## config.mk

```make
export PLATFORM = sky130hd
export DESIGN_NAME = accum_stream_arbiter
export DESIGN_NICKNAME = d
export VERILOG_FILES = /design/src/rtl/accum_stream_arbiter.sv
export SDC_FILE = /design/constraint.sdc
export NUM_CORES = 1
export LEC_CHECK = 0
export ABC_AREA = 1
export CORE_UTILIZATION = 40
export CTS_BUF_LIST = sky130_fd_sc_hd__clkbuf_4 sky130_fd_sc_hd__clkbuf_8
export DETAILED_ROUTE_END_ITERATION = 8
export GPL_TIMING_DRIVEN = 0
export PLACE_DENSITY = 0.74
export SLEW_MARGIN = 20
export SYNTH_ARGS = -nofsm -noshare
export SYNTH_HDL_FRONTEND = slang
export SYNTH_SLANG_ARGS = --single-unit
```

## constraint.sdc

```tcl
create_clock -name clk -period 1.5 [get_ports clk]
set_input_delay 0.3 -clock clk [delete_from_list [all_inputs] [get_ports clk]]
set_output_delay 0.3 -clock clk [all_outputs]
set_load 0.01 [all_outputs]
```

## src/rtl/accum_stream_arbiter.sv

```systemverilog
// Round-robin arbiter that shares one N-beat frame accumulator among M stream requesters.
// Optional idle watchdog with zero padding of stalled frames: define ARB_TIMEOUT_EN.
module accum_stream_arbiter #(
  parameter int unsigned W       = 3,
  parameter int unsigned N       = 5,
  parameter int unsigned M       = 2,
  parameter int unsigned TIMEOUT = 16
) (
  input  logic                 clk,
  input  logic                 rstn,
  input  logic [M-1:0]         s_valid,
  input  logic [M*W-1:0]       s_data,
  output logic [M-1:0]         s_ready,
  output logic                 acc_valid,
  output logic [W-1:0]         acc_data,
  input  logic                 acc_ready,
  input  logic                 acc_res_valid,
  input  logic [13:0]          acc_res_data,
  output logic                 acc_res_ready,
  output logic                 m_valid,
  output logic [13:0]          m_data,
  output logic [$clog2(M)-1:0] m_id,
  output logic                 m_err,
  input  logic                 m_ready
);

  localparam int unsigned IDW = $clog2(M);

  typedef enum logic [1:0] {IDLE, STREAM, WAIT_RES, DELIVER} state_t;

  state_t         state;
  logic [IDW-1:0] grant;
  logic [IDW-1:0] rr_ptr;
  logic [3:0]     beat_cnt;
  logic           pad;

  logic           pick_vld;
  logic [IDW-1:0] pick_idx;
  logic [IDW-1:0] cand;
  logic [IDW-1:0] rr_next;
  logic           acc_hs;

  // Round-robin pick: first active requester at or after rr_ptr, wrapping at M
  always_comb begin
    pick_vld = 1'b0;
    pick_idx = '0;
    cand     = '0;
    for (int unsigned k = 0; k < M; k++) begin
      cand = IDW'((32'(rr_ptr) + k) % M);
      if (!pick_vld && s_valid[cand]) begin
        pick_vld = 1'b1;
        pick_idx = cand;
      end
    end
    rr_next = IDW'((32'(pick_idx) + 1) % M);
  end

  // Beat mux toward the accumulator; a padded frame feeds zeros without touching the requester
  always_comb begin
    s_ready   = '0;
    acc_valid = 1'b0;
    acc_data  = '0;
    if (state == STREAM) begin
      if (pad) begin
        acc_valid = 1'b1;
      end else begin
        acc_valid      = s_valid[grant];
        acc_data       = s_data[32'(grant) * W +: W];
        s_ready[grant] = acc_ready;
      end
    end
  end

  assign acc_hs = acc_valid && acc_ready;

  always_ff @(posedge clk or negedge rstn) begin
    if (!rstn) begin
      state         <= IDLE;
      grant         <= '0;
      rr_ptr        <= '0;
      beat_cnt      <= '0;
      acc_res_ready <= 1'b0;
      m_valid       <= 1'b0;
      m_data        <= '0;
      m_id          <= '0;
      m_err         <= 1'b0;
    end else begin
      case (state)
        IDLE: begin
          if (pick_vld) begin
            grant    <= pick_idx;
            rr_ptr   <= rr_next;
            beat_cnt <= '0;
            state    <= STREAM;
          end
        end
        STREAM: begin
          if (acc_hs) begin
            beat_cnt <= beat_cnt + 4'd1;
            if (beat_cnt == 4'(N - 1)) begin
              acc_res_ready <= 1'b1;
              state         <= WAIT_RES;
            end
          end
        end
        WAIT_RES: begin
          if (acc_res_valid) begin
            acc_res_ready <= 1'b0;
            m_valid       <= 1'b1;
            m_data        <= acc_res_data;
            m_id          <= grant;
            m_err         <= pad;
            state         <= DELIVER;
          end
        end
        DELIVER: begin
          if (m_ready) begin
            m_valid <= 1'b0;
            state   <= IDLE;
          end
        end
        default: state <= IDLE;
      endcase
    end
  end

`ifdef ARB_TIMEOUT_EN
  localparam int unsigned TCW = $clog2(TIMEOUT);

  logic [TCW-1:0] stall_cnt;

  // Watchdog: after TIMEOUT consecutive empty cycles the rest of the frame is zero-padded
  always_ff @(posedge clk or negedge rstn) begin
    if (!rstn) begin
      stall_cnt <= '0;
      pad       <= 1'b0;
    end else if (state == IDLE) begin
      stall_cnt <= '0;
      pad       <= 1'b0;
    end else if (state == STREAM && !pad) begin
      if (s_valid[grant]) begin
        stall_cnt <= '0;
      end else if (stall_cnt == TCW'(TIMEOUT - 1)) begin
        pad <= 1'b1;
      end else begin
        stall_cnt <= stall_cnt + TCW'(1);
      end
    end
  end
`else
  assign pad = 1'b0;
`endif

endmodule
```

== Word level (Yosys, flattened, before mapping) ==
Index checks and enable logic that the tools add are counted.

* Add/sub/neg operators: 3
* $mul: 1
* $lt $le $gt $ge: 4
* Eq/ne operators: 9
* Shift operators: 1
* Mux-type cells: 31
* Bitwise logic cells: 1
* Reduce and logical (&&, ||, !) cells: 14

{| class="wikitable"
|+ Operators with widths
! cell !! count
|-
| two-way mux 1 bit || 17
|-
| two-way mux 2 bit || 6
|-
| two-way mux 4 bit || 2
|-
| inequality test 2 bit (second input constant) || 4
|-
| case mux 2 bit (4 select lines) || 1
|-
| case mux 4 bit (2 select lines) || 1
|-
| less-than comparator 1 x 2 -> 1 bit (second input constant) || 3
|-
| AND reduction 3 bit || 2
|-
| nonzero test 2 bit || 3
|-
| indexed part select 6 x 4 -> 3 bit || 1
|-
| AND reduction 5 bit || 1
|-
| adder 4 x 1 -> 4 bit (second input constant) || 1
|-
| equality test 2 bit (second input constant) || 2
|-
| equality test 4 x 3 -> 1 bit (second input constant) || 1
|-
| case mux 1 bit (2 select lines) || 2
|-
| AND reduction 2 bit || 2
|-
| AND reduction 4 bit || 1
|-
| logical AND 1 bit || 3
|-
| multiplier 1 x 2 -> 3 bit (second input constant) || 1
|-
| two-way mux 3 bit || 1
|-
| adder 1 bit (second input constant) || 2
|-
| bitwise AND 2 bit || 1
|-
| equality test 2 x 1 -> 1 bit (second input constant) || 1
|-
| zero test 2 bit || 1
|-
| other kinds (4) || 4
|}

* Bits in registers: 25
* Output and inout bits: 24
* Logic and storage cells: 72

== Logic depth before layout (Yosys ltp) ==
Gate-level depths: netlist (run 1).

* Depth in word-level cells: 8
* Mapped depth: 9
* Gate-level depth less buffers: 9

== Least setup slack after synthesis (run 1) ==
OpenSTA, ideal clock, no wires.

* Path type: reg-to-output
* Start point: reg state[1]
* End point: out s_ready[1]
* Arrival: 1250 ps
* Data required time: 1200 ps
* Slack: -50 ps
* Cell stages (with the launch flop): 6
* Path through: dfrtp_1 inv_1 ha_1 inv_1 buf_2 nor3_1

* Cells in the longest elaborated chain, start to end: 2

{| class="wikitable"
|+ Ends and longest elaborated chain
! element !! RTL line !! RTL
|-
| start, declared || 31 || <nowiki>state_t state;</nowiki>
|-
| start signal, assigned || 78 || <nowiki>state <= IDLE;</nowiki>
|-
| start signal, assigned || 94 || <nowiki>state <= STREAM;</nowiki>
|-
| start signal, assigned || 102 || <nowiki>state <= WAIT_RES;</nowiki>
|-
| equality test 2 x 1 -> 1 bit || 63 || <nowiki>if (state == STREAM) begin</nowiki>
|-
| two-way mux 2 bit || 63 ||
|-
| end, declared || 13 || <nowiki>output logic [M-1:0] s_ready,</nowiki>
|}

No other way between the ends.

== Worst setup path in the final report (run 1) ==
* Start point: reg state[1]
* End point: out acc_valid

* Cells in the longest elaborated chain, start to end: 2

{| class="wikitable"
|+ Ends and longest elaborated chain
! element !! RTL line !! RTL
|-
| equality test 2 x 1 -> 1 bit || 63 ||
|-
| two-way mux 1 bit || 63 ||
|-
| end, declared || 14 || <nowiki>output logic acc_valid,</nowiki>
|}

No other way between the ends.

==> results.txt, run 1 <==
Cts bufs inserted: 3
Core area: 0.003078 mm²
CTS clk-pin slew, worst paths: 0.13 ns
CTS tree: built
Seq/Total Area, Yosys: 47.62%
RSZ-0062 raised after global routing: true
Status: complete, but fails checks
Overall Power: 3.593 mW
Nets@finish: 237
Classification of the worst-slack hold path: input pin to asynchronous set/reset pin
FMAX: 0.5923 GHz
Crit path launch: state[1]
Clk_lat worst skew: 0.31 ns
Buf+Inv Stages, Crit Path: 4
WL/cell: 12.17 µm
Area Growth Syn to Fin: 52.86%
Combinational family with the most area after synthesis: simple AND/OR/NAND/NOR gates
Crit-path max cell delay: 0.42 ns
Mux share of post-synthesis cell area: 12.00%
Pwr dens: 1789 mW/mm²
Met1 Routed Length: 1237 µm
Crit share post-route: 112.6%
Met2 wire len: 1489 µm
# port buffers: 49
Worst path depth: 6
Number of global-route vias before repair: 1,223
Worst-margin pin slew: 0.5522 ns
Root Buffer: clkbuf_4
Avg Vias per Cell: 4.728
Worst-path fanout max: 8
DRT Pass-1 Iters: 4
Max Cap Violations: 0
Endpoints failing setup: 8
CP endpoint kind: primary output
First-pass GRT wire length: 4878 µm
I/O pin count: 51
Max VDD drop: 1039 µV
Worst EP required: 1.20 ns
Slack of the critical path: -0.1884 ns
Placer congestion estimate: 0.7406
CP most frequent cell: inv_2
Die area: 0.003518 mm²
Critical Path End: acc_valid
Clock tree sinks: 25
Vias: 1,163
Leak: 0.9827 nW
Worst reg2reg path depth: 9
Mapped Cells: 139
Complex-gate fraction of the synthesized area: 5.905%
Die W: 59.31 µm
Share of layout cells above drive strength 1: 31.19%
Synth warn: 0
Final Non-Filler Cells: 246
Total Wirelength: 2994 µm
Final Util: 65.24%
Post-route minimum period: 1.688 ns
FP Rows: 20
FF-to-FF setup slack: -0.07 ns
Antenna cells: 0
CP Cell Sequence: inv_2 > ha_4 > inv_2 > buf_6 > a21oi_2 > buf_2
Htree depth: 1
Setup CP Type: flip-flop to primary output
Critical Path Source Type: flip-flop
Post-route DRC: 0
Die height: 59.31 µm
Top routing layer used: met4
CP arrival: 1.39 ns
Worst Clk Skew: 0.001586 ns
Synthesized area: 0.001314 mm²
Cells after DPL: 232
Post-synth net total: 173
1st-iter DRT viols: 19
Synth Area in XOR/XNOR: 1.333%
Count of cell types in the netlist: 26
Fin. Hold Viols: 0
WL met3: 257 µm
Mean Syn Cell Area: 9.452 µm²
Final max-slew violation count: 0
Largest net degree at the start of global routing: 26
R2r startpoint: state[0]
Failing checks: negative setup slack
Max_slew headroom: 63.19%
Initial antenna violation count: 0
Slowest CP cell: dfrtp_1
Worst r2r dst: state[0]
Congestion Overflow GR: 0
Cell family with most CP delay: flip-flops
Post-DRT Antenna Nets: 0
Initial Util: 42.68%
Clk buf depth: 2
Total GRT Usage: 18.49%
Post-synthesis adder-cell area fraction: 6.667%
Seq cells post-synth: 25
Simple logic cell fraction of the synthesized area: 20.10%
Final HPWL DP: 2195 µm
==> how the worst min path moves through the flow <==
| stage | slack, ns | to | cells past startpoint | from |
|---|---|---|---|---|
| floorplan | 0.004 | acc_res_ready | 0 | rstn |
| global placement | 0.47 | acc_res_ready | 2 | acc_res_ready |
| detailed placement | 0.33 | beat_cnt[1] | 1 | rstn |
| CTS | 0.50 | acc_res_ready | 2 | acc_res_ready |
| global route | 0.52 | acc_res_ready | 2 | acc_res_ready |
| finish | 0.49 | beat_cnt[0] | 2 | rstn |
==> cells in the final DEF (no fill, tap or decap), drive strengths merged, types with 2 or more instances in the layout <==
cell           synthesis  routed
buf                    3      19
nand3                  7       7
ha                     7       7
nand4                  2       2
clkdlybuf4s50          0      25
clkbuf                 0       3
inv                   15      15
nor3                   2       2
dlygate4sd2            0      17
nand2                 39      39
dfrtp                 25      25
nor2                   6       6
o21ai                  6       6
a21oi                  5       5
or2                    2       2
mux2                  14      14
==> where the power goes <==
group          internal (mW)  switching (mW)
combinational           1.06            1.06
clock                 0.0996           0.193
sequential             0.987           0.193
==> flip-flops by register name, summed over array words and instances, names as in the netlist <==
signal	flops
acc_res_ready	1
beat_cnt	4
grant	1
m_data	14
m_id	1
m_valid	1
rr_ptr	1
state	2
==> metrics by stage <==
step | setup WS (ns) | TNS [ns] | area (µm²) | hold WS [ns]
global route | -0.2421 | -2.021 | 2008 | 0.5242
floorplan | 0.01362 | 0 | 1324 | 0.004409
finish | -0.1884 | -1.124 | 2008 | 0.4859
detailed placement | -0.5879 | -4.419 | 1864 | 0.3318
CTS | -0.1905 | -1.052 | 1959 | 0.4984
global placement | -0.5778 | -8.103 | 1869 | 0.4715
==> synth_stat cells (all sizes together) <==
cell / count / area, µm²
o21bai: 1 / 11.26
o21a: 1 / 7.510
or2: 2 / 12.51
buf: 3 / 23.77
nand3b: 1 / 7.510
a21oi: 5 / 28.78
nand4: 2 / 12.51
nor3: 2 / 10.01
xnor2: 1 / 8.760
xor2: 1 / 8.760
ha: 7 / 87.58
mux2: 14 / 157.7
nor2: 6 / 25.03
conb: 1 / 3.750
nand2: 39 / 161.4
o21ai: 6 / 30.03
inv: 15 / 56.30
dfrtp: 25 / 625.6
nand3: 7 / 35.03
==> layout make-up <==
cell class / instances / area [µm²]
Clock buffer: 3 / 22.52
Timing Repair Buffer: 59 / 519.2
Tap cell: 44 / 55.05
Clock inverter: 1 / 5.005
Inverter: 15 / 56.30
Buffer: 3 / 33.78
Sequential cell: 25 / 626.9
Fill cell: 271 / 1070
Multi-Input combinational cell: 96 / 689.4
==> kinds of logic (layout without fill, tap and decap cells) <==
group                      Yosys count  in the layout
and+or+nand+nor                     59             59
DFF                                 25             25
buffers and inverters               18             81
muxes                               14             14
AOI/OAI and AO/OA                   13             13
adders and majority gates            7              7
xor gates and xnor gates             2              2
other                                1              1
==> worst register-to-register path, delay by kind of cell, from the launching register on <==
kind          cells  cell delay [ns]
flops             1             0.46
simple gates      6             0.61
buf+inv           2             0.24
fa+ha+maj         1             0.21
==> per-layer routing <==
metal | up-vias | track usage (%)
li1 | 570 | -
met1 | 549 | 19.19
met2 | 42 | 34.35
met3 | 2 | 6.550
met4 | 0 | 5.782
met5 | - | 0
==> what timing repair did <==
action | in CTS | in global routing
buffers inserted | 8 | 2
hold endpoints to repair | 25 | 0
pin swaps | 4 | 7
setup endpoints to repair | 35 | 12
hold buffers | 1 | 0
resized for setup | 54 | 11
gates cloned | 0 | 0
(Power assumes the default switching activity.)
==> inputs of run 2 (changes only) <==
--- a/config.mk
+++ b/config.mk
@@ -11,5 +11,5 @@
 export DETAILED_ROUTE_END_ITERATION = 8
 export GPL_TIMING_DRIVEN = 0
-export PLACE_DENSITY = 0.74
+export PLACE_DENSITY = 0.77
 export SLEW_MARGIN = 20
 export SYNTH_ARGS = -nofsm -noshare
==> constraint.sdc (replaced) <==
create_clock -name clk -period 1.5 [get_ports clk]
set_input_delay 0.3 -clock clk [delete_from_list [all_inputs] [get_ports clk]]
set_output_delay 0.3 -clock clk [all_outputs]
set_load 0.02 [all_outputs]
==> results.txt, run 2 (synthesized netlist as in run 1, its figures left out) <==
Critical Path Source Type: flip-flop
Clock tree sinks: 25
Number of global-route vias before repair: 1,188
DRT Pass-1 Iters: 6
Leak: 0.9918 nW
CP arrival: 1.42 ns
Classification of the worst-slack hold path: input pin to asynchronous set/reset pin
1st-iter DRT viols: 31
Share of layout cells above drive strength 1: 35.61%
First-pass GRT wire length: 4947 µm
Die height: 59.31 µm
Worst EP required: 1.20 ns
Setup CP Type: flip-flop to primary output
Initial Util: 42.68%
Post-route minimum period: 1.725 ns
Largest regs: m_data (14), beat_cnt (4), state (2)
Max reg flops: 14
Crit-path max cell delay: 0.42 ns
CP endpoint kind: primary output
Largest net degree at the start of global routing: 26
Max_slew headroom: 64.70%
Area Growth Syn to Fin: 60.19%
Core area: 0.003078 mm²
Die area: 0.003518 mm²
Biggest register: m_data
Worst-path fanout max: 7
Final max-slew violation count: 0
Commonest cells after routing, fill and taps aside: 31 x nand2_1, 25 x clkdlybuf4s50_1, 23 x dfrtp_1, 17 x dlygate4sd2_1, 15 x buf_4
Initial antenna violation count: 0
Final Non-Filler Cells: 249
Placer congestion estimate: 0.7791
Status: complete, but fails checks
Crit share post-route: 115.0%
# port buffers: 49
Slack of the critical path: -0.2249 ns
Antenna cells: 0
Clk_lat worst skew: 0.33 ns
Nets@finish: 240
Cts bufs inserted: 3
Pwr dens: 1963 mW/mm²
Final HPWL DP: 2275 µm
CP most frequent cell: inv_2
Most common cell after layout, fill and taps aside: nand2_1
Worst Clk Skew: 0.004447 ns
Total Wirelength: 3265 µm
Cell family with most CP delay: flip-flops
Avg Vias per Cell: 4.876
Cells after DPL: 232
RSZ-0062 raised after global routing: true
Max Cap Violations: 0
FP Rows: 20
CP Cell Sequence: inv_2 > ha_4 > inv_2 > buf_8 > a21oi_4 > buf_6
CTS clk-pin slew, worst paths: 0.15 ns
Post-DRT Antenna Nets: 0
Fin. Hold Viols: 0
Congestion Overflow GR: 0
Total GRT Usage: 18.82%
Clk buf depth: 2
WL/cell: 13.11 µm
Slowest CP cell: dfrtp_1
DP Area: 0.001873 mm²
CTS tree: built
Post-route DRC: 0
Worst-margin pin slew: 0.5295 ns
Placement-stage worst setup slack: -0.6620 ns
Endpoints failing setup: 9
FMAX: 0.5797 GHz
Overall Power: 4.132 mW
I/O pin count: 51
Cell area after layout: 0.002105 mm²
Total negative slack: -1.352 ns
Vias: 1,214
Buf+Inv Stages, Crit Path: 4
Die W: 59.31 µm
Max VDD drop: 1240 µV
Htree depth: 1
Failing checks: negative setup slack
Root Buffer: clkbuf_4
run 2: report_power, final:
group	switching [mW]	total [mW]	internal, mW
Sequential	0.194	1.18	0.989
Clock	0.220	0.322	0.102
Combinational	1.43	2.63	1.19
Total	1.85	4.13	2.28
run 2: through the flow:
stage	utilization [%]	hold slack, ns
2_1_floorplan	-	0.004409
3_3_place_gp	60.85	0.4604
3_5_place_dp	60.85	0.4778
4_1_cts	63.94	0.5064
5_1_grt	68.37	0.5190
6_report	68.37	0.4562
run 2: cell type report:
type,count,area [µm²]
Fill cell,241,973.4
Multi-Input combinational cell,96,732.0
Sequential cell,25,628.1
Timing Repair Buffer,63,575.6
Inverter,15,61.31
Tap cell,44,55.05
Clock buffer,3,22.52
Buffer,2,22.52
Clock inverter,1,7.507
run 2: worst paths after layout:
check | cells past startpoint | endpoint | startpoint | slack [ns]
max | 6 | acc_valid | state[1] | -0.22
min | 2 | m_data[0] | rstn | 0.46
max reg2reg | 10 | state[0] | state[0] | -0.04
min reg2reg | 2 | m_id | m_id | 0.50
max in group asynchronous | 2 | grant | rstn | 0.66
min in group clk | 2 | m_id | m_id | 0.50
run 2: timing repair:
item                                   in CTS  in global routing
setup endpoints to repair                  34                 14
endpoints found under the hold margin       0                 25
setup buffers                               7                  8
resized for setup                          62                 25
hold buffers                                0                  1
pin swaps                                   2                  9
run 2: routing by layer:
layer	wire, µm	track usage [%]	up-vias	part of all wire [%]
met3	209	3.712	4	6.4
met2	1707	35.15	53	52
met1	1320	21.16	577	40
met5	0	0	-	0
met4	28	6.122	0	0.86
li1	-	-	580	-
